$ cat src/rtl/div_pkg.sv
// div_pkg: shared constants, FSM state type and helpers for the EX-stage divider.
// Latency: n/a (declarations only).
// Backpressure: n/a.
package div_pkg;

  // Reset and data constants reused across the pipeline
  localparam logic        RstEnable  = 1'b1;
  localparam logic        RstDisable = 1'b0;
  localparam logic [31:0] ZeroWord   = 32'h0000_0000;

  // Divider handshake levels
  localparam logic DivResultReady    = 1'b1;
  localparam logic DivResultNotReady = 1'b0;
  localparam logic DivStart          = 1'b1;
  localparam logic DivStop           = 1'b0;
  localparam logic DivAnnul          = 1'b1;
  localparam logic DivNoAnnul        = 1'b0;

  // Number of restoring iterations for a 32-bit quotient
  localparam logic [5:0] DivIters = 6'd32;

  typedef enum logic [1:0] {
    DivFree   = 2'b00,
    DivByZero = 2'b01,
    DivOn     = 2'b10,
    DivEnd    = 2'b11
  } div_state_e;

  // Magnitude of a word when treated as signed; passthrough otherwise.
  // -2^31 maps to 0x80000000, which is its correct unsigned magnitude.
  function automatic logic [31:0] div_abs(input logic is_signed, input logic [31:0] v);
    return (is_signed && v[31]) ? (~v + 32'd1) : v;
  endfunction

endpackage

$ cat src/rtl/div.sv
// div: 32-bit radix-2 restoring divider (DIV/DIVU), {remainder, quotient} result.
// Latency: ready_o 34 cycles after start (2 cycles for a zero divisor).
// Backpressure: result held in END while start_i stays high; stallreq_o = start_i & ~ready_o.
//
// Ports:
//   clk, rst        pipeline clock, synchronous active-high reset
//   signed_div_i    1 = signed divide, 0 = unsigned
//   opdata1_i/2_i   dividend / divisor, held stable by EX until ready_o
//   start_i         request, held high until ready_o is seen
//   annul_i         abort an in-flight division
//   result_o        {remainder, quotient}, valid while ready_o = 1
//   ready_o         registered result-valid
//   stallreq_o      EX-side stall request to the pipeline controller
module div
  import div_pkg::*;
(
  input  logic        clk,
  input  logic        rst,
  input  logic        signed_div_i,
  input  logic [31:0] opdata1_i,
  input  logic [31:0] opdata2_i,
  input  logic        start_i,
  input  logic        annul_i,
  output logic [63:0] result_o,
  output logic        ready_o,
  output logic        stallreq_o
);

  div_state_e  state_q, state_d;
  logic [5:0]  cnt_q, cnt_d;
  // [64:33] partial remainder, [32:1] dividend bits still to consume,
  // quotient bits accumulate from [0] upward.
  logic [64:0] dividend_q, dividend_d;
  logic [31:0] divisor_q, divisor_d;
  logic        sign1_q, sign1_d;
  logic        sign2_q, sign2_d;
  logic        ready_d;
  logic [63:0] result_d;

  // The window (partial remainder shifted with the next dividend bit) can
  // reach 2*divisor-1, i.e. 33 bits; one extra bit gives an unambiguous
  // borrow for the trial subtraction.
  logic [33:0] tmp;
  assign tmp = {1'b0, dividend_q[64:32]} - {2'b00, divisor_q};

  logic [31:0] quo_fix, rem_fix;

  assign stallreq_o = start_i & ~ready_o;

  always_comb begin
    state_d    = state_q;
    cnt_d      = cnt_q;
    dividend_d = dividend_q;
    divisor_d  = divisor_q;
    sign1_d    = sign1_q;
    sign2_d    = sign2_q;
    ready_d    = ready_o;
    result_d   = result_o;
    quo_fix    = dividend_q[31:0];
    rem_fix    = dividend_q[64:33];

    case (state_q)
      DivFree: begin
        ready_d  = DivResultNotReady;
        result_d = {ZeroWord, ZeroWord};
        if (start_i == DivStart && annul_i == DivNoAnnul) begin
          if (opdata2_i == ZeroWord) begin
            state_d = DivByZero;
          end else begin
            state_d    = DivOn;
            cnt_d      = 6'd0;
            sign1_d    = opdata1_i[31];
            sign2_d    = opdata2_i[31];
            dividend_d = {ZeroWord, div_abs(signed_div_i, opdata1_i), 1'b0};
            divisor_d  = div_abs(signed_div_i, opdata2_i);
          end
        end
      end

      DivByZero: begin
        state_d  = DivEnd;
        ready_d  = DivResultReady;
        result_d = {ZeroWord, ZeroWord};
      end

      DivOn: begin
        if (annul_i == DivAnnul) begin
          state_d = DivFree;
          cnt_d   = 6'd0;
        end else if (cnt_q != DivIters) begin
          if (tmp[33]) begin
            dividend_d = {dividend_q[63:0], 1'b0};
          end else begin
            dividend_d = {tmp[31:0], dividend_q[31:0], 1'b1};
          end
          cnt_d = cnt_q + 6'd1;
        end else begin
          if (signed_div_i && (sign1_q ^ sign2_q)) quo_fix = ~dividend_q[31:0] + 32'd1;
          if (signed_div_i && sign1_q)             rem_fix = ~dividend_q[64:33] + 32'd1;
          result_d = {rem_fix, quo_fix};
          ready_d  = DivResultReady;
          state_d  = DivEnd;
        end
      end

      DivEnd: begin
        if (start_i == DivStop) begin
          state_d  = DivFree;
          ready_d  = DivResultNotReady;
          result_d = {ZeroWord, ZeroWord};
        end
      end

      default: state_d = DivFree;
    endcase
  end

  always_ff @(posedge clk) begin
    if (rst == RstEnable) begin
      state_q    <= DivFree;
      cnt_q      <= 6'd0;
      dividend_q <= '0;
      divisor_q  <= ZeroWord;
      sign1_q    <= 1'b0;
      sign2_q    <= 1'b0;
      ready_o    <= DivResultNotReady;
      result_o   <= {ZeroWord, ZeroWord};
    end else begin
      state_q    <= state_d;
      cnt_q      <= cnt_d;
      dividend_q <= dividend_d;
      divisor_q  <= divisor_d;
      sign1_q    <= sign1_d;
      sign2_q    <= sign2_d;
      ready_o    <= ready_d;
      result_o   <= result_d;
    end
  end

endmodule

$ cat config.mk
export PLATFORM = sky130hd
export DESIGN_NAME = div
export DESIGN_NICKNAME = d
export VERILOG_FILES = /design/src/rtl/div_pkg.sv /design/src/rtl/div.sv
export SDC_FILE = /design/constraint.sdc
export NUM_CORES = 1
export LEC_CHECK = 0
export CAP_MARGIN = 20
export CORE_UTILIZATION = 35
export CTS_CLUSTER_DIAMETER = 40
export CTS_CLUSTER_SIZE = 16
export DETAILED_ROUTE_END_ITERATION = 8
export MAX_ROUTING_LAYER = met4
export PLACE_DENSITY = 0.55
export SYNTH_ARGS = -nofsm -noshare
export SYNTH_HDL_FRONTEND = slang
export SYNTH_SLANG_ARGS = --single-unit
export TNS_END_PERCENT = 10
$ cat constraint.sdc
create_clock -name clk -period 7.6 [get_ports clk]
set_input_delay 1.52 -clock clk [delete_from_list [all_inputs] [get_ports clk]]
set_output_delay 1.52 -clock clk [all_outputs]
set_load 0.02 [all_outputs]
==> flow_summary_export.csv <==
group,metric,value,unit
pwr,p_clk_share,28.4,%
placed_design,io_buffers,134,
route,ant_nets,0,
logic_synthesis,synth.distinct_cells,68,
logic_synthesis,synth_top_cell_area_share,31.5,%
pwr,seq_power_share,35.1,%
route,first_iter_violations,581,
min_path,worstHoldPathCells,2,
sta,layout_setup_ws,2.89,ns
global_route,grt_max_degree,82,
sta,fmax,212,MHz
pwr,irDropWorstVdd,0.155,mV
logic_synthesis,ys_async_sr_fraction,0,%
sta,finalCritPeriodShare,62.0,%
global_route,grt_pass1_vias,9408,
cts,clk_pin_slew,0.07,ns
sta,rsz0062_at_grt,"false",
floorplan,core,30700,um^2
global_route,grt_pass1_wl,51500,um
cts,cts_root_buffer,"clkbuf_16",
logic_synthesis,yosysTopAreaCell,"dfxtp_1",
route,routed.top_layer,"met4",
placed_design,place_hpwl,24300,um
setup_path,reg2reg_slack,3.77,ns
logic_synthesis,synth_xor_area_share,12.0,%
pwr,power.density,229,nW/um^2
flow_run,drv_cap,0,
min_path,hold_end,"result_o[37]$_SDFFE_PP0P_",
sta,final_max_slew_viol_count,0,
sta,worst_pin_slew,1.09,ns
sta,setup_viol,0,
logic_synthesis,seq_area_frac_synth,31.5,%
setup_path,rr_worst_depth,12,
logic_synthesis,syn_area,10900,um^2
cts,ctsHoldBuffers,0,
global_route,antenna_found_initial,0,
cts,cts_buffers,17,
pwr,internal-power,1820,uW
logic_synthesis,avgSynthCellArea,7.69,um^2
cells_and_area,syn2layout_area_growth,19.5,%
cells_and_area,n_fill_cell,3125,
pwr,switchingPower,1170,uW
cells_and_area,final_common_cell,"nand2_1",
setup_path,critPathArrivalTime,5.04,ns
cts,clkLatencyLatePin,0.44,ns
floorplan,fp.dieH,179,um
setup_path,endpoint_kind,"register",
cells_and_area,nNetsFinal,1616,
cells_and_area,final_util,42.6,%
min_path,holdCritStartpoint,"result_o[37]$_SDFFE_PP0P_",
setup_path,path_max_fanout,35,
sta,fin_worst_skew,0.0140,ns
logic_synthesis,synth_top_family_by_area,"compound AO/OA/AOI/OAI gates",
cts,post_cts_buffers,0,
logic_synthesis,ys_ff_latch,172,
logic_synthesis,synth_compound_area_share,25.7,%
cts,clockBufferDepth,2,
pwr,swShare,39.1,%
pwr,p_comb_share,36.5,%
route,routed_wl,32700,um
logic_synthesis,yosysWarnings,0,
floorplan,die_width,179,um
logic_synthesis,synth.net_count,1536,
setup_path,r2r_start,"state_q[0]$_SDFFE_PP0P_",
global_route,grtUsageTotal,21.1,%
cells_and_area,layout_common_cells,"nand2_1, dfxtp_1, nor2_1, clkdlybuf4s50_1, a21oi_1",
logic_synthesis,postSynthCellCount,1423,
run_status,status,"finished, final reports clean",
cts,cts_tree,"done",
cells_and_area,multi_input_comb_area,6930,um^2
route,drc_errors,0,
global_route,overflow,0,
setup_path,cp_data_required_time,7.93,ns
route,drt-met1-wl,15900,um
floorplan,start_util,35.7,%
sta,finalSetupTns,0,ns
cells_and_area,final_cell_area,13100,um^2
placed_design,gp_congestion,0.893,
pwr,power.leakage,0.00503,uW
route,via_per_inst,5.31,
logic_synthesis,synth-simple-area-share,19.9,%
cts,cts.sinks,172,
logic_synthesis,synth-edff-count,0,
sta,fin_crit,4.71,ns
logic_synthesis,synthFlopType,"dfxtp_1",
setup_path,critical_path_class,"in2reg",
sta,slew_headroom,27.3,%
cells_and_area,drive_gt1_share,4.62,%
route,dr.pass1.iters,4,
placed_design,place_worst_setup_slack,2.46,ns
placed_design,placed_area,12500,um^2
setup_path,critPathLaunchType,"primary input",
floorplan,io_pins,135,
cts,cts.htree.levels,4,
cells_and_area,final-seq-area,3440,um^2
route,vias,10200,
logic_synthesis,synthMuxAreaShare,0.366,%
cts,post_cts_resized,0,
setup_path,r2r_end,"dividend_q[64]$_SDFFE_PP0P_",
floorplan,die_area,32000,um^2
route,dr_wl_met3,1180,um
floorplan,rows,64,
route,route.met2.wl,14800,um
min_path,hold_class,"reg2reg",
sta,hold_viol,0,
cells_and_area,diodes,0,
logic_synthesis,yosys-top-cells-area,"dfxtp_1, xor2_1, nand2_1",
route,avgRoutedWirePerCell,17.1,um
logic_synthesis,synth_adder_area_share,5.10,%
## layout make-up
| cell class | count | area share, % |
|---|---|---|
| clock buffer | 18 | 3.36 |
| clock inverter | 13 | 0.900 |
| tap | 396 | 3.79 |
| timing repair buffer | 144 | 10.8 |
| sequential | 172 | 26.4 |
| multi-input combinational | 1107 | 53.0 |
| inverter | 61 | 1.75 |
## synthesized netlist by cell type (all sizes together) (3+ instances only)
cell type / count
o21a: 5
nor4: 16
or3: 6
nand2b: 10
nand3: 22
nand2: 174
a22oi: 46
o31a: 3
clkbuf: 70
nand4: 11
a21o: 17
o21ai: 114
nor3b: 8
or4: 12
o41ai: 9
xor2: 82
a22o: 20
o31ai: 20
mux2i: 4
nor2b: 9
xnor2: 68
a21oi: 127
nand3b: 3
a31oi: 12
a211oi: 38
inv: 61
nor2: 158
ha: 43
buf: 13
dfxtp: 172
a32oi: 5
a311oi: 4
nor3: 18
and3: 9
and2: 9
## per-layer routing
layer	vias to the layer above	global-route usage (%)
li1	5191	-
met4	0	7.06
met3	32	2.86
met1	4733	27.6
met2	198	33.3
met5	-	-
## how the worst max path moves through the flow
stage,startpoint,endpoint,depth (start not counted)
2_1_floorplan,opdata2_i[6],dividend_q[64]$_SDFFE_PP0P_,10
3_3_place_gp,opdata2_i[6],dividend_q[64]$_SDFFE_PP0P_,11
3_5_place_dp,opdata2_i[6],dividend_q[64]$_SDFFE_PP0P_,11
4_1_cts,opdata2_i[6],dividend_q[64]$_SDFFE_PP0P_,11
5_1_grt,opdata2_i[6],dividend_q[64]$_SDFFE_PP0P_,11
6_report,opdata2_i[6],dividend_q[64]$_SDFFE_PP0P_,11
## power groups by stage
stage	logic (uW)	registers, uW	clock network [uW]
2_1_floorplan	812	1050	0
3_3_place_gp	1090	1070	0
3_5_place_dp	1090	1070	0
4_1_cts	1100	1050	866
5_1_grt	1220	1060	907
6_report	1090	1050	849
## per-stage QoR
stage	instances	power, uW	hold slack, ns
after global placement	1880	2150	0.447
after floorplan	1423	1860	0.432
after detailed placement	1880	2160	0.448
final	1911	2990	0.453
after global routing	1911	3180	0.478
after CTS	1911	3010	0.456
## kinds of logic (layout without fill, tap and decap cells)
group                      Yosys count  count (layout)
adders and majority gates           44              44
AOI/OAI and AO/OA                  440             440
xor gates and xnor gates           150             150
muxes                                4               4
DFF                                172             172
and+or+nand+nor                    469             469
buffers and inverters              144             236
## worst max-delay path, stage by stage
cell and delay [ns]:
clkdlybuf4s50_1 0.49, or4_4 0.60, nor4_4 0.31, nand4_4 0.22, nor4_4 0.26, a21oi_2 0.09, buf_4 0.26, nand3b_1 0.60
or2_2 0.36, a31oi_1 0.06, a221o_1 0.26
## registers in the layout (all words and copies together) (netlist names)
signal,flops
sign1_q,1
cnt_q,6
result_o,64
ready_o,1
state_q,2
sign2_q,1
dividend_q,65
divisor_q,32
(Power assumes the default switching activity.)
